File: src/rtl/serial_adder_if.sv
// rtl/serial_adder_if.sv - launch/result bundle between the ALU sequencer and the bit-serial adder
interface serial_adder_if #(
    parameter int WIDTH = 8
);
    logic             start;
    logic             sub;
    logic [WIDTH-1:0] a;
    logic [WIDTH-1:0] b;
    logic             busy;
    logic             done;
    logic [WIDTH-1:0] sum;
    logic             cout;
    logic             ovf;

    modport master (
        output start, sub, a, b,
        input  busy, done, sum, cout, ovf
    );

    modport slave (
        input  start, sub, a, b,
        output busy, done, sum, cout, ovf
    );
endinterface

File: src/rtl/serial_adder.sv
// rtl/serial_adder.sv - LSB-first bit-serial adder/subtractor with start/busy/done handshake
module serial_adder #(
    parameter int WIDTH = 8
) (
    input  logic           clk,
    input  logic           rst_n,
    serial_adder_if.slave  bus
);
    localparam int CW = (WIDTH > 2) ? $clog2(WIDTH) : 1;
    localparam logic [CW-1:0] LAST = CW'(WIDTH - 1);

    typedef enum logic [1:0] {
        IDLE,
        RUN,
        FIN
    } state_t;

    state_t           state;
    logic [WIDTH-1:0] op_a;
    logic [WIDTH-1:0] op_b;
    logic [WIDTH-1:0] res;
    logic             carry;
    logic [CW-1:0]    count;

    logic             bit_s;
    logic             bit_c;
    logic [WIDTH-1:0] res_next;

    // One full-adder slice: the XOR primitive plus a majority carry.
    always_comb begin
        bit_s    = op_a[0] ^ op_b[0] ^ carry;
        bit_c    = (op_a[0] & op_b[0]) | (op_a[0] & carry) | (op_b[0] & carry);
        res_next = {bit_s, res[WIDTH-1:1]};
    end

    always_ff @(posedge clk or negedge rst_n) begin
        if (!rst_n) begin
            state    <= IDLE;
            op_a     <= '0;
            op_b     <= '0;
            res      <= '0;
            carry    <= 1'b0;
            count    <= '0;
            bus.busy <= 1'b0;
            bus.done <= 1'b0;
            bus.sum  <= '0;
            bus.cout <= 1'b0;
            bus.ovf  <= 1'b0;
        end else begin
            case (state)
                IDLE: begin
                    if (bus.start) begin
                        // Subtraction is A + ~B + 1: invert B here, seed the carry with SUB.
                        op_a     <= bus.a;
                        op_b     <= bus.b ^ {WIDTH{bus.sub}};
                        carry    <= bus.sub;
                        count    <= '0;
                        bus.busy <= 1'b1;
                        state    <= RUN;
                    end
                end

                RUN: begin
                    op_a  <= op_a >> 1;
                    op_b  <= op_b >> 1;
                    res   <= res_next;
                    carry <= bit_c;
                    count <= count + 1'b1;
                    if (count == LAST) begin
                        // carry still holds the carry into the MSB on this last slice.
                        bus.sum  <= res_next;
                        bus.cout <= bit_c;
                        bus.ovf  <= carry ^ bit_c;
                        bus.busy <= 1'b0;
                        bus.done <= 1'b1;
                        state    <= FIN;
                    end
                end

                FIN: begin
                    bus.done <= 1'b0;
                    if (bus.start) begin
                        op_a     <= bus.a;
                        op_b     <= bus.b ^ {WIDTH{bus.sub}};
                        carry    <= bus.sub;
                        count    <= '0;
                        bus.busy <= 1'b1;
                        state    <= RUN;
                    end else begin
                        state <= IDLE;
                    end
                end

                default: begin
                    bus.busy <= 1'b0;
                    bus.done <= 1'b0;
                    state    <= IDLE;
                end
            endcase
        end
    end
endmodule

File: src/flat_wrapper.sv
// flat-port wrapper written by rule: the top's interface ports become plain ports
module serial_adder_flat 
#(
    parameter int WIDTH = 8
)
  (clk, rst_n, bus_start, bus_sub, bus_a, bus_b, bus_busy, bus_done, bus_sum, bus_cout, bus_ovf);
  serial_adder_if #(.WIDTH(WIDTH)) bus_i ();
  input  logic clk;
  input  logic rst_n;
  input wire logic [$bits(bus_i.start)-1:0] bus_start;
  input wire logic [$bits(bus_i.sub)-1:0] bus_sub;
  input wire logic [$bits(bus_i.a)-1:0] bus_a;
  input wire logic [$bits(bus_i.b)-1:0] bus_b;
  output wire logic [$bits(bus_i.busy)-1:0] bus_busy;
  output wire logic [$bits(bus_i.done)-1:0] bus_done;
  output wire logic [$bits(bus_i.sum)-1:0] bus_sum;
  output wire logic [$bits(bus_i.cout)-1:0] bus_cout;
  output wire logic [$bits(bus_i.ovf)-1:0] bus_ovf;
  assign bus_i.start = bus_start;
  assign bus_i.sub = bus_sub;
  assign bus_i.a = bus_a;
  assign bus_i.b = bus_b;
  assign bus_busy = bus_i.busy;
  assign bus_done = bus_i.done;
  assign bus_sum = bus_i.sum;
  assign bus_cout = bus_i.cout;
  assign bus_ovf = bus_i.ovf;
  serial_adder #(.WIDTH(WIDTH)) u_core (.clk(clk), .rst_n(rst_n), .bus(bus_i));
endmodule
File: config.mk
export PLATFORM = sky130hd
export DESIGN_NAME = serial_adder_flat
export DESIGN_NICKNAME = d
export VERILOG_FILES = /design/src/rtl/serial_adder_if.sv /design/src/rtl/serial_adder.sv /design/src/flat_wrapper.sv
export SDC_FILE = /design/constraint.sdc
export NUM_CORES = 1
export LEC_CHECK = 0
export CORE_MARGIN = 1.5
export CORE_UTILIZATION = 29
export CTS_CLUSTER_SIZE = 12
export DETAILED_ROUTE_END_ITERATION = 8
export PLACE_DENSITY = 0.46
export SLEW_MARGIN = 20
export SYNTH_ARGS = -nofsm -noshare
export SYNTH_HDL_FRONTEND = slang
export SYNTH_SLANG_ARGS = --single-unit
File: constraint.sdc
create_clock -name clk -period 2.4 [get_ports clk]
set_clock_uncertainty 0.15 [all_clocks]
set_input_delay 0.72 -clock clk [delete_from_list [all_inputs] [get_ports clk]]
set_output_delay 0.72 -clock clk [all_outputs]
set_load 0.02 [all_outputs]
Word level (Yosys, flattened, before mapping):

Cells that the tools add are included.

* $add $sub $neg: 1
* equality and inequality tests: 6
* muxes and demuxes: 17
* bitwise operators: 10
* reduce and logical (&&, ||, !) cells: 8

Operators by type and width (number)
* 8-bit one-hot mux with 2 select lines: 2
* 8-bit two-way mux: 2
* 2-bit AND reduction: 5
* 8-bit bitwise XOR: 1
* 1-bit one-hot mux with 2 select lines: 3
* 2-bit one-hot mux with 3 select lines: 1
* 3-bit one-hot mux with 2 select lines: 1
* 1-bit two-way mux: 5
* 2-bit two-way mux: 2
* 2-bit by 1-bit != test with 1-bit output (second input constant): 2
* 3-bit by 1-bit adder with 3-bit output (second input constant): 1
* 1-bit AND: 3
* 3-bit == test (second input constant): 1
* 3-bit two-way mux: 1
* 1-bit bitwise XOR: 3
* 2-bit by 1-bit == test with 1-bit output (second input constant): 1
* 2-bit == test (second input constant): 1
* 2-bit logical NOT: 1
* 2-bit != test (second input constant): 1
* 1-bit OR: 2
* 2-bit nonzero test: 1
* 2-bit OR reduction: 1
* 1-bit NOT: 1

* register bits: 42
* input bits: 20

Logic depth before layout (Yosys ltp):

* depth after elaboration: 4
* mapped depth: 7

Worst setup path after synthesis:

OpenSTA, ideal clock, no wires.

* path type: flip-flop to flip-flop
* from: register u_core.count[0]
* to: register u_core.bus.cout
* arrival: 1448 ps
* setup slack: 678 ps
* stages on the path, launching flop included: 6
* path buffers: 1
* cell sequence: dfrtp_1 ha_1 ha_1 nand3b_1 buf_2 mux2_2

* longest elaborated chain between the ends: 2

RTL lines
* start, declared: RTL line serial_adder.sv:23 `logic [CW-1:0] count;`
* start signal, assigned: RTL line serial_adder.sv:68 `count <= count + 1'b1;`
* 3-bit == test: RTL line serial_adder.sv:69 `if (count == LAST) begin`
* 2-bit AND reduction (no source line)
* end signal, assigned: RTL line serial_adder.sv:72 `bus.cout <= bit_c;`
* end, declared: RTL line serial_adder_if.sv:22 `output busy, done, sum, cout, ovf`

No other way between the ends.
A chain may end at the register's enable or synchronous reset.

Worst setup path in the final report:

* from: register u_core.bus.busy
* to: output bus_busy

RTL lines
* start, declared: RTL line serial_adder_if.sv:22
* start signal, assigned: RTL line serial_adder.sv:44 `bus.busy <= 1'b0;`
* start signal, assigned: RTL line serial_adder.sv:58 `bus.busy <= 1'b1;`
* start signal, assigned: RTL line serial_adder.sv:74 `bus.busy <= 1'b0;`
* end, declared: RTL line flat_wrapper.sv:14 `output wire logic [$bits(bus_i.busy)-1:0] bus_busy;`

No word-level cell between the ends.

==> key figures <==
Outcome
  • Outcome: finished clean

Critical path
  • R2R setup slack: 660 ps
  • Worst r2r path cells: 5
  • WS Path Type: reg -> out
  • Setup crit start kind: register
  • Crit path buf inv count: 1
  • Largest stage delay, worst path: 610 ps
  • CP Capture Point: bus_busy
  • CP startpoint: u_core.bus.busy
  • CP max FO: 3
  • Largest delay share family, worst path: buffers and inverters
  • Stages on the worst setup path: 1
  • Worst r2r dst: u_core.bus.sum[1]
  • Worst path slowest cell: clkdlybuf4s50_1
  • Required @ worst endpoint: 1530 ps
  • Crit-path cells: clkdlybuf4s50_1
  • RR Startpoint: u_core.count[0]
  • Critical path arrival: 1280 ps
  • Crit path capture type: output pin

Global routing
  • Met3 Use GR: 2.97%
  • GRT overflow: 0
  • Pin count of the biggest net entering global routing: 25
  • GR met1 Demand/Resource: 15.2%
  • Grt peak-use layer: met2
  • Met2 usage: 18.6%
  • First-pass GRT wire length: 5950 um
  • Initial antenna violation count: 0
  • Vias in the first global route: 1325
  • Total track usage: 11.8%

STA
  • Measured slew at the worst slew-check pin: 448 ps
  • Fin. max-slew vios: 0
  • FMAX: 466 MHz
  • WHS: 201 ps
  • Tcrit/Tclk final: 89.5%
  • # setup viols final: 0
  • Final hold viol count: 0
  • RSZ-0062 raised after global routing: false
  • Total negative setup slack: 0 ps
  • Period minus WS final: 2150 ps
  • Worst setup margin: 253 ps
  • Relative slew slack: 70.1%

Logic synthesis
  • Post-Synth Adder-Cell Area: 2.48%
  • Synth Area in Compound Gates: 8.94%
  • Synth area leader: dfrtp_1
  • Syn avg cell area: 11.5 um^2
  • Yosys warns: 0
  • Main combinational cell family by area after synthesis: simple AND/OR/NAND/NOR gates
  • Synthesized Nets: 181
  • Top-area cell type share of the netlist area: 56.4%
  • Mux share of post-synthesis cell area: 11.1%
  • Simple logic cell fraction of the synthesized area: 12.0%
  • Yosys reg bits: 41
  • Synth Area in XOR/XNOR: 4.33%
  • Seq/Total Area, Yosys: 56.4%
  • Cell area after synthesis: 1820 um^2
  • Post-Syn Instances: 158
  • Dominant cells by area after synthesis: dfrtp_1, mux2_2, mux2i_1, nand2_1, a221o_1
  • Distinct cells, synth: 24

Detailed routing
  • Drt drc: 0
  • Vias: 1254
  • Vias per cell: 4.66
  • First-iteration detailed-routing DRC count: 45
  • Wire length per cell: 12.7 um
  • Drt pass-1 iters: 4
  • ANT nets after route: 0
  • Post-Route WL: 3410 um

Clocking
  • CTS resizes: 0
  • Clock slew at reported path FFs: 80 ps
  • Clk sinks: 41
  • CTS H-Tree Depth: 2
  • CTS tree: yes
  • Root Buffer: clkbuf_8
  • Clock Path Buffers: 2
  • Post-CTS Setup Repair Bufs: 0
  • Num CTS Buffers: 5
  • Worst skew pair latency: 290 ps
  • Cts-stage hold buffer count: 0

Place
  • Routability cong.: 0.709
  • IO buf count: 31
  • Placed cell area: 2220 um^2
  • Hpwl dp: 2420 um
  • Pre-CTS setup slack: 211 ps

Power
  • NetSw: 1050 uW
  • Combinational share of power: 41.7%
  • Power per cell area: 1260 nW/um^2
  • Flop pwr share: 42.1%
  • Lkg Pwr: 0.00107 uW
  • Internal Pwr Total: 1860 uW
  • Switching Fraction: 36.0%
  • Clock power share: 16.2%
  • Peak supply drop: 486 uV

Final layout
  • Ant diodes: 0
  • Commonest non-fill, non-tap cells in the layout: dfrtp_1, clkdlybuf4s50_1, nand2_1
  • Ratio of cells with drive above 1 in the final layout: 14.9%
  • Final-stage net count: 216
  • Design area: 2310 um^2
  • Fin util: 38.6%
  • P&R area growth vs syn: 27.2%
  • Commonest non-fill, non-tap cell in the layout: dfrtp_1

Floorplan
  • Initial Util: 30.4%
  • Die Wd: 82.2 um
  • Die H: 82.2 um
  • Core area: 5990 um^2
  • Die area: 6760 um^2
  • Top-level port count: 32
  • Row cnt: 28

Min path
  • Worst Hold Class: in -> async

Flow run
  • Max-cap violations: 0
-- power by group through the flow --
stage | clock (uW) | sequential, uW | combinational (uW)
2_1_floorplan | 0 | 1280 | 780
5_1_grt | 523 | 1270 | 1370
3_3_place_gp | 0 | 1230 | 1210
6_report | 472 | 1230 | 1210
4_1_cts | 489 | 1230 | 1240
3_5_place_dp | 0 | 1240 | 1240
-- cell families (layout without fill, tap and decap cells) --
logic type                 count (synthesis)  in the layout
muxes                                     19             19
and+or+nand+nor                           48             48
xor gates and xnor gates                   9              9
AOI/OAI and AO/OA                         24             24
DFF                                       41             41
adders and majority gates                  3              3
buffers and inverters                     14             50
-- how the worst min path moves through the flow --
stage	start	slack, ps	endpoint	cells after the start
3_3_place_gp	u_core.res[1]	310	u_core.res[1]	2
5_1_grt	rst_n	210	u_core.bus.sum[7]	1
3_5_place_dp	u_core.res[1]	320	u_core.res[1]	2
4_1_cts	rst_n	210	u_core.bus.sum[4]	1
6_report	rst_n	200	u_core.bus.sum[1]	1
2_1_floorplan	rst_n	270	u_core.bus.busy	0
-- metrics by stage --
step | instances | total power (uW)
after global routing | 269 | 3160
after detailed placement | 261 | 2480
after floorplan | 158 | 2060
after CTS | 269 | 2960
final | 269 | 2910
after global placement | 261 | 2440
-- routing by layer --
layer	wire length [um]	up-vias	part of all wire [%]
met5	0	-	0
met4	51	0	1.5
met3	172	7	5.0
met2	1620	39	48
met1	1560	600	46
li1	-	608	-
-- synth_stat cells --
library cell,n
buf_2,4
buf_1,1
nand3b_1,1
xnor2_1,8
and2_4,1
nor2_1,9
nand2_1,23
fa_1,1
nand3_1,11
clkbuf_1,3
nor2b_1,1
a221o_1,7
mux2i_1,10
xor2_1,1
nand2b_4,1
o21ai_1,8
buf_6,4
o21ai_0,7
dfrtp_1,41
inv_1,2
mux2_2,9
nand2b_1,1
ha_1,2
a22o_1,2
-- area by class of cell --
class / count / area, um^2
clock buffer: 6 / 82.6
tap: 75 / 93.8
multi-input combinational: 103 / 706
timing repair buffer: 40 / 385
sequential: 41 / 1030
fill: 603 / 3680
clock inverter: 2 / 13.8
inverter: 2 / 7.51
-- state kept, by name (all words and copies together) (netlist names), 2 cells and up --
signal	flops
u_core.bus.sum	8
u_core.op_a	8
u_core.op_b	8
u_core.res	7
u_core.count	3
u_core.state	2
Power figures use the tool's default switching activity.
